<file path="config.mk">
export PLATFORM = sky130hd
export DESIGN_NAME = tap_counter
export DESIGN_NICKNAME = d
export VERILOG_FILES = /design/src/rtl/tap_counter_pkg.sv /design/src/rtl/tap_counter_gap_timer.sv /design/src/rtl/tap_counter.sv
export SDC_FILE = /design/constraint.sdc
export NUM_CORES = 1
export LEC_CHECK = 0
export CAP_MARGIN = 20
export CELL_PAD_IN_SITES_DETAIL_PLACEMENT = 0
export CELL_PAD_IN_SITES_GLOBAL_PLACEMENT = 2
export CORE_ASPECT_RATIO = 2
export CORE_MARGIN = 4
export CORE_UTILIZATION = 38
export CTS_CLUSTER_DIAMETER = 150
export DETAILED_ROUTE_END_ITERATION = 12
export HOLD_SLACK_MARGIN = 0.06
export PLACE_DENSITY = 0.8
export SYNTH_ARGS = -nofsm -noshare
export SYNTH_HDL_FRONTEND = slang
export SYNTH_SLANG_ARGS = --single-unit
</file>
<file path="constraint.sdc">
create_clock -name clk -period 2.5 [get_ports clk]
set_input_delay 0.75 -clock clk [delete_from_list [all_inputs] [get_ports clk]]
set_output_delay 0.75 -clock clk [all_outputs]
set_load 0.05 [all_outputs]
</file>
<file path="src/rtl/tap_counter_pkg.sv">
// Shared types and default tuning for the tap-gesture counter and the mode logic that consumes it.
package tap_pkg;

    typedef enum logic [1:0] {
        IDLE     = 2'd0,
        COUNTING = 2'd1,
        EMIT     = 2'd2
    } tap_state_t;

    localparam int TAP_GAP_CYCLES_DEF = 2_000_000;
    localparam int TAP_MAX_TAPS_DEF   = 4;

endpackage

</file>
<file path="src/rtl/tap_counter_gap_timer.sv">
// Idle-gap timer: counts cycles since the last restart and flags the final cycle of the window.
module gap_timer #(
    parameter int GAP_CYCLES = 2_000_000
) (
    input  logic clk,
    input  logic rst_n,
    input  logic restart,
    input  logic run,
    output logic expire
);

    localparam int TW = $clog2(GAP_CYCLES);
    localparam logic [TW-1:0] LAST = TW'(GAP_CYCLES - 1);

    logic [TW-1:0] cnt_q;

    // Saturates at LAST so it can never wrap back into the window.
    always_ff @(posedge clk or negedge rst_n) begin
        if (!rst_n) begin
            cnt_q <= '0;
        end else if (restart) begin
            cnt_q <= '0;
        end else if (run && (cnt_q != LAST)) begin
            cnt_q <= cnt_q + TW'(1);
        end else begin
            cnt_q <= cnt_q;
        end
    end

    assign expire = run && (cnt_q == LAST);

endmodule

</file>
<file path="src/rtl/tap_counter.sv">
// Groups debounced press pulses into tap gestures and emits one registered result strobe per gesture.
module tap_counter
    import tap_pkg::*;
#(
    parameter int GAP_CYCLES = TAP_GAP_CYCLES_DEF,
    parameter int MAX_TAPS   = TAP_MAX_TAPS_DEF,
    parameter int CNT_W      = $clog2(MAX_TAPS + 1)
) (
    input  logic             clk,
    input  logic             rst_n,
    input  logic             press_pulse,
    output logic             tap_valid,
    output logic [CNT_W-1:0] tap_count,
    output logic             busy
);

    tap_state_t       state_q;
    logic [CNT_W-1:0] count_q;
    logic             pending_q;
    logic             tap_valid_q;
    logic [CNT_W-1:0] tap_count_q;
    logic             busy_q;
    logic             run_s;
    logic             restart_s;
    logic             expire_s;

    assign run_s     = (state_q == COUNTING);
    assign restart_s = (state_q != COUNTING) || press_pulse;

    gap_timer #(
        .GAP_CYCLES(GAP_CYCLES)
    ) u_gap_timer (
        .clk    (clk),
        .rst_n  (rst_n),
        .restart(restart_s),
        .run    (run_s),
        .expire (expire_s)
    );

    // Gesture FSM with registered strobe, count and busy outputs.
    // A press landing on the expiry edge closes the old gesture first and is replayed from EMIT.
    always_ff @(posedge clk or negedge rst_n) begin
        if (!rst_n) begin
            state_q     <= IDLE;
            count_q     <= '0;
            pending_q   <= 1'b0;
            tap_valid_q <= 1'b0;
            tap_count_q <= '0;
            busy_q      <= 1'b0;
        end else begin
            tap_valid_q <= 1'b0;
            case (state_q)
                IDLE: begin
                    pending_q <= 1'b0;
                    if (press_pulse) begin
                        state_q <= COUNTING;
                        count_q <= CNT_W'(1);
                        busy_q  <= 1'b1;
                    end else begin
                        state_q <= IDLE;
                        busy_q  <= 1'b0;
                    end
                end
                COUNTING: begin
                    if (expire_s) begin
                        state_q     <= EMIT;
                        pending_q   <= press_pulse;
                        tap_valid_q <= 1'b1;
                        tap_count_q <= count_q;
                        busy_q      <= 1'b0;
                    end else if (press_pulse) begin
                        if (count_q == CNT_W'(MAX_TAPS - 1)) begin
                            state_q     <= EMIT;
                            count_q     <= CNT_W'(MAX_TAPS);
                            tap_valid_q <= 1'b1;
                            tap_count_q <= CNT_W'(MAX_TAPS);
                            busy_q      <= 1'b0;
                        end else begin
                            count_q <= count_q + CNT_W'(1);
                        end
                    end else begin
                        state_q <= COUNTING;
                    end
                end
                EMIT: begin
                    pending_q <= 1'b0;
                    if (press_pulse || pending_q) begin
                        state_q <= COUNTING;
                        count_q <= CNT_W'(1);
                        busy_q  <= 1'b1;
                    end else begin
                        state_q <= IDLE;
                        count_q <= '0;
                        busy_q  <= 1'b0;
                    end
                end
                default: begin
                    state_q   <= IDLE;
                    count_q   <= '0;
                    pending_q <= 1'b0;
                    busy_q    <= 1'b0;
                end
            endcase
        end
    end

    assign tap_valid = tap_valid_q;
    assign tap_count = tap_count_q;
    assign busy      = busy_q;

endmodule
</file>
==> reports/summary.md <==
Setup repair after global routing left no endpoint under its margin. The fraction of post-synthesis cell area in the top cell type by area was 45.9%; the largest fanout on the critical path was 2. The leading area contributor after synthesis was dfrtp_1. The per-cell routed wire length came out at 16.9 µm. The top cell family by delay on the critical path was buffers and inverters. The clock passes through at most 2 buffers.

During synthesis, Yosys emitted a total of 0 warnings. Clock transition at the registers of the reported paths: 0.07 ns. The flow ran to the end, and the final reports show no timing, DRC or antenna violations. Using the TritonRoute via totals, the vias-per-cell ratio works out to 5.95. For the first-pass GRT wire length, the log shows 7.70 mm. The die covers 5800 µm². For the number of max-slew violations in the final report, the log shows 0. For this run, the leading register cell type out of synthesis is dfrtp_1. The total congestion overflow after global routing is 0. The count of final setup violators was 0; the summed area of non-filler cells in the final layout was 1970 µm². The non-filler instance count after layout was 255; the share of cells above drive strength 1 was 9.95%. The portion of the clock cycle consumed by the worst path in the final layout works out to 88.0%. Critical path's largest stage delay: 0.81 ns. The synthesized area per cell came out at 9.23 µm². The leakage component of the power came out at 0.790 nW. Measured along the y axis, the die boundary spans 104 µm. Before CTS, the worst setup slack after placement is 0.0975 ns. Counting every instance in the synthesized netlist gives 189. The number of clock buffers added by TritonCTS is 5.

For the number of detailed-route iterations in the first pass, the log shows 4. The count of nets left with antenna violations once routing finished came out at 0. For this run, design rule violations remaining after detail routing come to 0.

STA classifies the critical path endpoint as an output port. Summing over every cut layer, the via total after detailed routing is 1517. For the hold violation total from the final report, the log shows 0. Buffers added to address setup during post-CTS repair amount to 0. The critical path's slowest cell is clkdlybuf4s50_1. The arrival time of the worst setup path is 1.45 ns.

The flip-flop and latch count after synthesis came out at 32. The completed layout was analyzed and its total power is 1.46 mW. The final core utilization is 45.0%, and the highest attainable clock frequency is 454 MHz. Yosys mapped a number of flops with a built-in enable equal to 0. The run gives 16.5% as the global router's overall resource usage. For the worst relative slew slack, the log shows 60.3%. In this run, post-CTS repair resized a total of 0 instances.

Input and output buffers added on the ports amount to 7. The worst setup path is launched from a flip-flop. The total buffers and inverters traversed by the critical path is 1. The cell count after placement came out at 248.

Hold timing on the final database bottoms out at a slack of 0.526 ns. TritonCTS built the clock tree. Counting flops with an async set or reset pin after synthesis yields a share of 100%.

The number of global-route vias before repair is 1573, and the distinct cell type count of the synthesized netlist is 42. The logs give 3.20 mm for the half-perimeter wire length after detailed placement and 34 for the number of placement rows. The slack of the critical path is 0.299 ns. The floorplan step set the die width to 55.9 µm. Across the run, the number of max-cap violations was 0. In this run the standard cell core region covers 4380 µm². The congestion estimate from routability-driven global placement came to 0.750. The pin slew with the least headroom to its limit was 0.580 ns; the power density of the placed cells was 740 nW/µm². The count of clock tree sinks is 32, and the fill cell total of the finished layout is 438.

From synthesis to final layout, the design area changed by 13.1%. 0 antenna diodes ended up in the layout. The first routing iteration left 46 violations. The total placed instance area came out at 1890 µm². The largest net degree at the start of global routing is 33. Detailed-route wire length: 4.32 mm. The final layout net count is 207.

The number of nets in the synthesized netlist is 195. Traced cell by cell, the critical path runs through clkdlybuf4s50_1. The type of the setup path with the least slack is flip-flop to output port. Sorting the synthesized cells by area gives the leading types as dfrtp_1 46%, a21oi_1 4.6%, o21ai_0 4.0%. Setup total negative slack on the finished layout was measured at 0 ns. Class of the worst hold path: flip-flop to flip-flop. The initial utilization of the core area, before any placement, comes to 39.8%.

The tools report the clock tree root driver cell as clkbuf_8. The depth of the CTS H-tree came out at 2. Number of antenna violations at the first check in global routing: 0. The tools report the sequential fraction of the synthesis area as 45.9%.

Pin placement for this block handled 8 I/O pins. The mapped netlist covers 1740 µm². Counting I/O delays and the setup requirement, the final critical path takes 2.20 ns. The clock arrives with 0.00787 ns of skew. At the worst endpoint, the required time is 1.75 ns. In this run, post-CTS hold repair placed 0 buffers. The worst IR drop on VDD was 777 µV.

The later pin in the worst-skew pair is clocked with a latency of 0.28 ns.
cells in the mapped netlist (3+ instances only):
| cell type | n |
|---|---|
| o21ai_0 | 14 |
| mux2i_1 | 6 |
| a31oi_1 | 3 |
| a21oi_1 | 16 |
| nand2_1 | 17 |
| nor3_1 | 5 |
| or2_2 | 3 |
| or3_1 | 3 |
| nand4_1 | 6 |
| and2_1 | 3 |
| ha_1 | 3 |
| nor2_1 | 10 |
| o31ai_1 | 5 |
| and4_1 | 3 |
| clkbuf_1 | 5 |
| or4_1 | 5 |
| nand3_1 | 12 |
| dfrtp_1 | 32 |
| inv_1 | 7 |
power breakdown:
part / internal (mW) / switching, mW / total, mW / leakage, nW
sequential: 0.585 / 0.0571 / 0.642 / 0.429
combinational: 0.156 / 0.291 / 0.446 / 0.319
clock: 0.189 / 0.181 / 0.370 / 0.0410
final timing paths:
check | slack (ns) | endpoint | cells after the start | from
worst max-delay path | 0.30 | tap_count[1] | 1 | tap_count[1]
worst min-delay path | 0.53 | busy | 1 | busy
worst max register to register | 0.39 | u_gap_timer.cnt_q[20] | 5 | u_gap_timer.cnt_q[0]
worst min register to register | 0.53 | busy | 1 | busy
max in group asynchronous | 1.32 | u_gap_timer.cnt_q[18] | 2 | rst_n
min in group asynchronous | 0.88 | u_gap_timer.cnt_q[15] | 2 | rst_n
cell usage in the layout, fill, tap and decap left out, types with 2 or more instances in the layout:
master and n:
a2111o_1 2, dfrtp_1 32, nor3_1 5, or3_1 3
o211ai_1 2, ha_1 3, or2_2 3, clkdlybuf4s50_1 7
o21ai_0 14, xor2_1 2, nor2_1 10, nor4b_1 2
a21oi_1 16, nand2_1 17, nand3_2 2, inv_1 7
nand4_1 6, a211oi_1 2, nand3_1 12, buf_4 7
or4_1 5, mux2i_1 6, a31oi_1 3, and2_1 3
and4_1 3, clkbuf_8 5, o31ai_1 5, o32ai_1 2
cell families after synthesis:
kind of cell    count (synthesis)  share of synthesized area, %
simple gates                   77                          24.5
compound gates                 52                          18.7
flops                          32                          45.9
buf+inv                        16                          3.80
mux                             6                          3.44
xor+xnor                        3                          1.51
fa+ha+maj                       3                          2.15
routing by layer:
layer / vias to the layer above / global-route usage, % / wire [µm]
met5: - / 0 / 0
met4: 0 / 6.79 / 91
met3: 7 / 3.24 / 104
met2: 26 / 29.9 / 2450
met1: 755 / 18.4 / 1670
li1: 729 / - / -
registers in the layout (all words and copies together) (netlist names):
| name | cells |
|---|---|
| busy | 1 |
| count_q | 3 |
| state_q | 2 |
| tap_count | 3 |
| tap_valid | 1 |
| pending_q | 1 |
| u_gap_timer.cnt_q | 21 |
area by class of cell:
type	instances	area, µm²	share of cell area (%)
Sequential cell	32	801	40.6
Timing Repair Buffer	14	123	6.22
Inverter	7	26.3	1.33
Clock inverter	1	5.00	0.254
Clock buffer	6	72.6	3.68
Tap cell	54	67.6	3.43
Multi-Input combinational cell	141	877	44.5
Power figures use the tool's default switching activity.
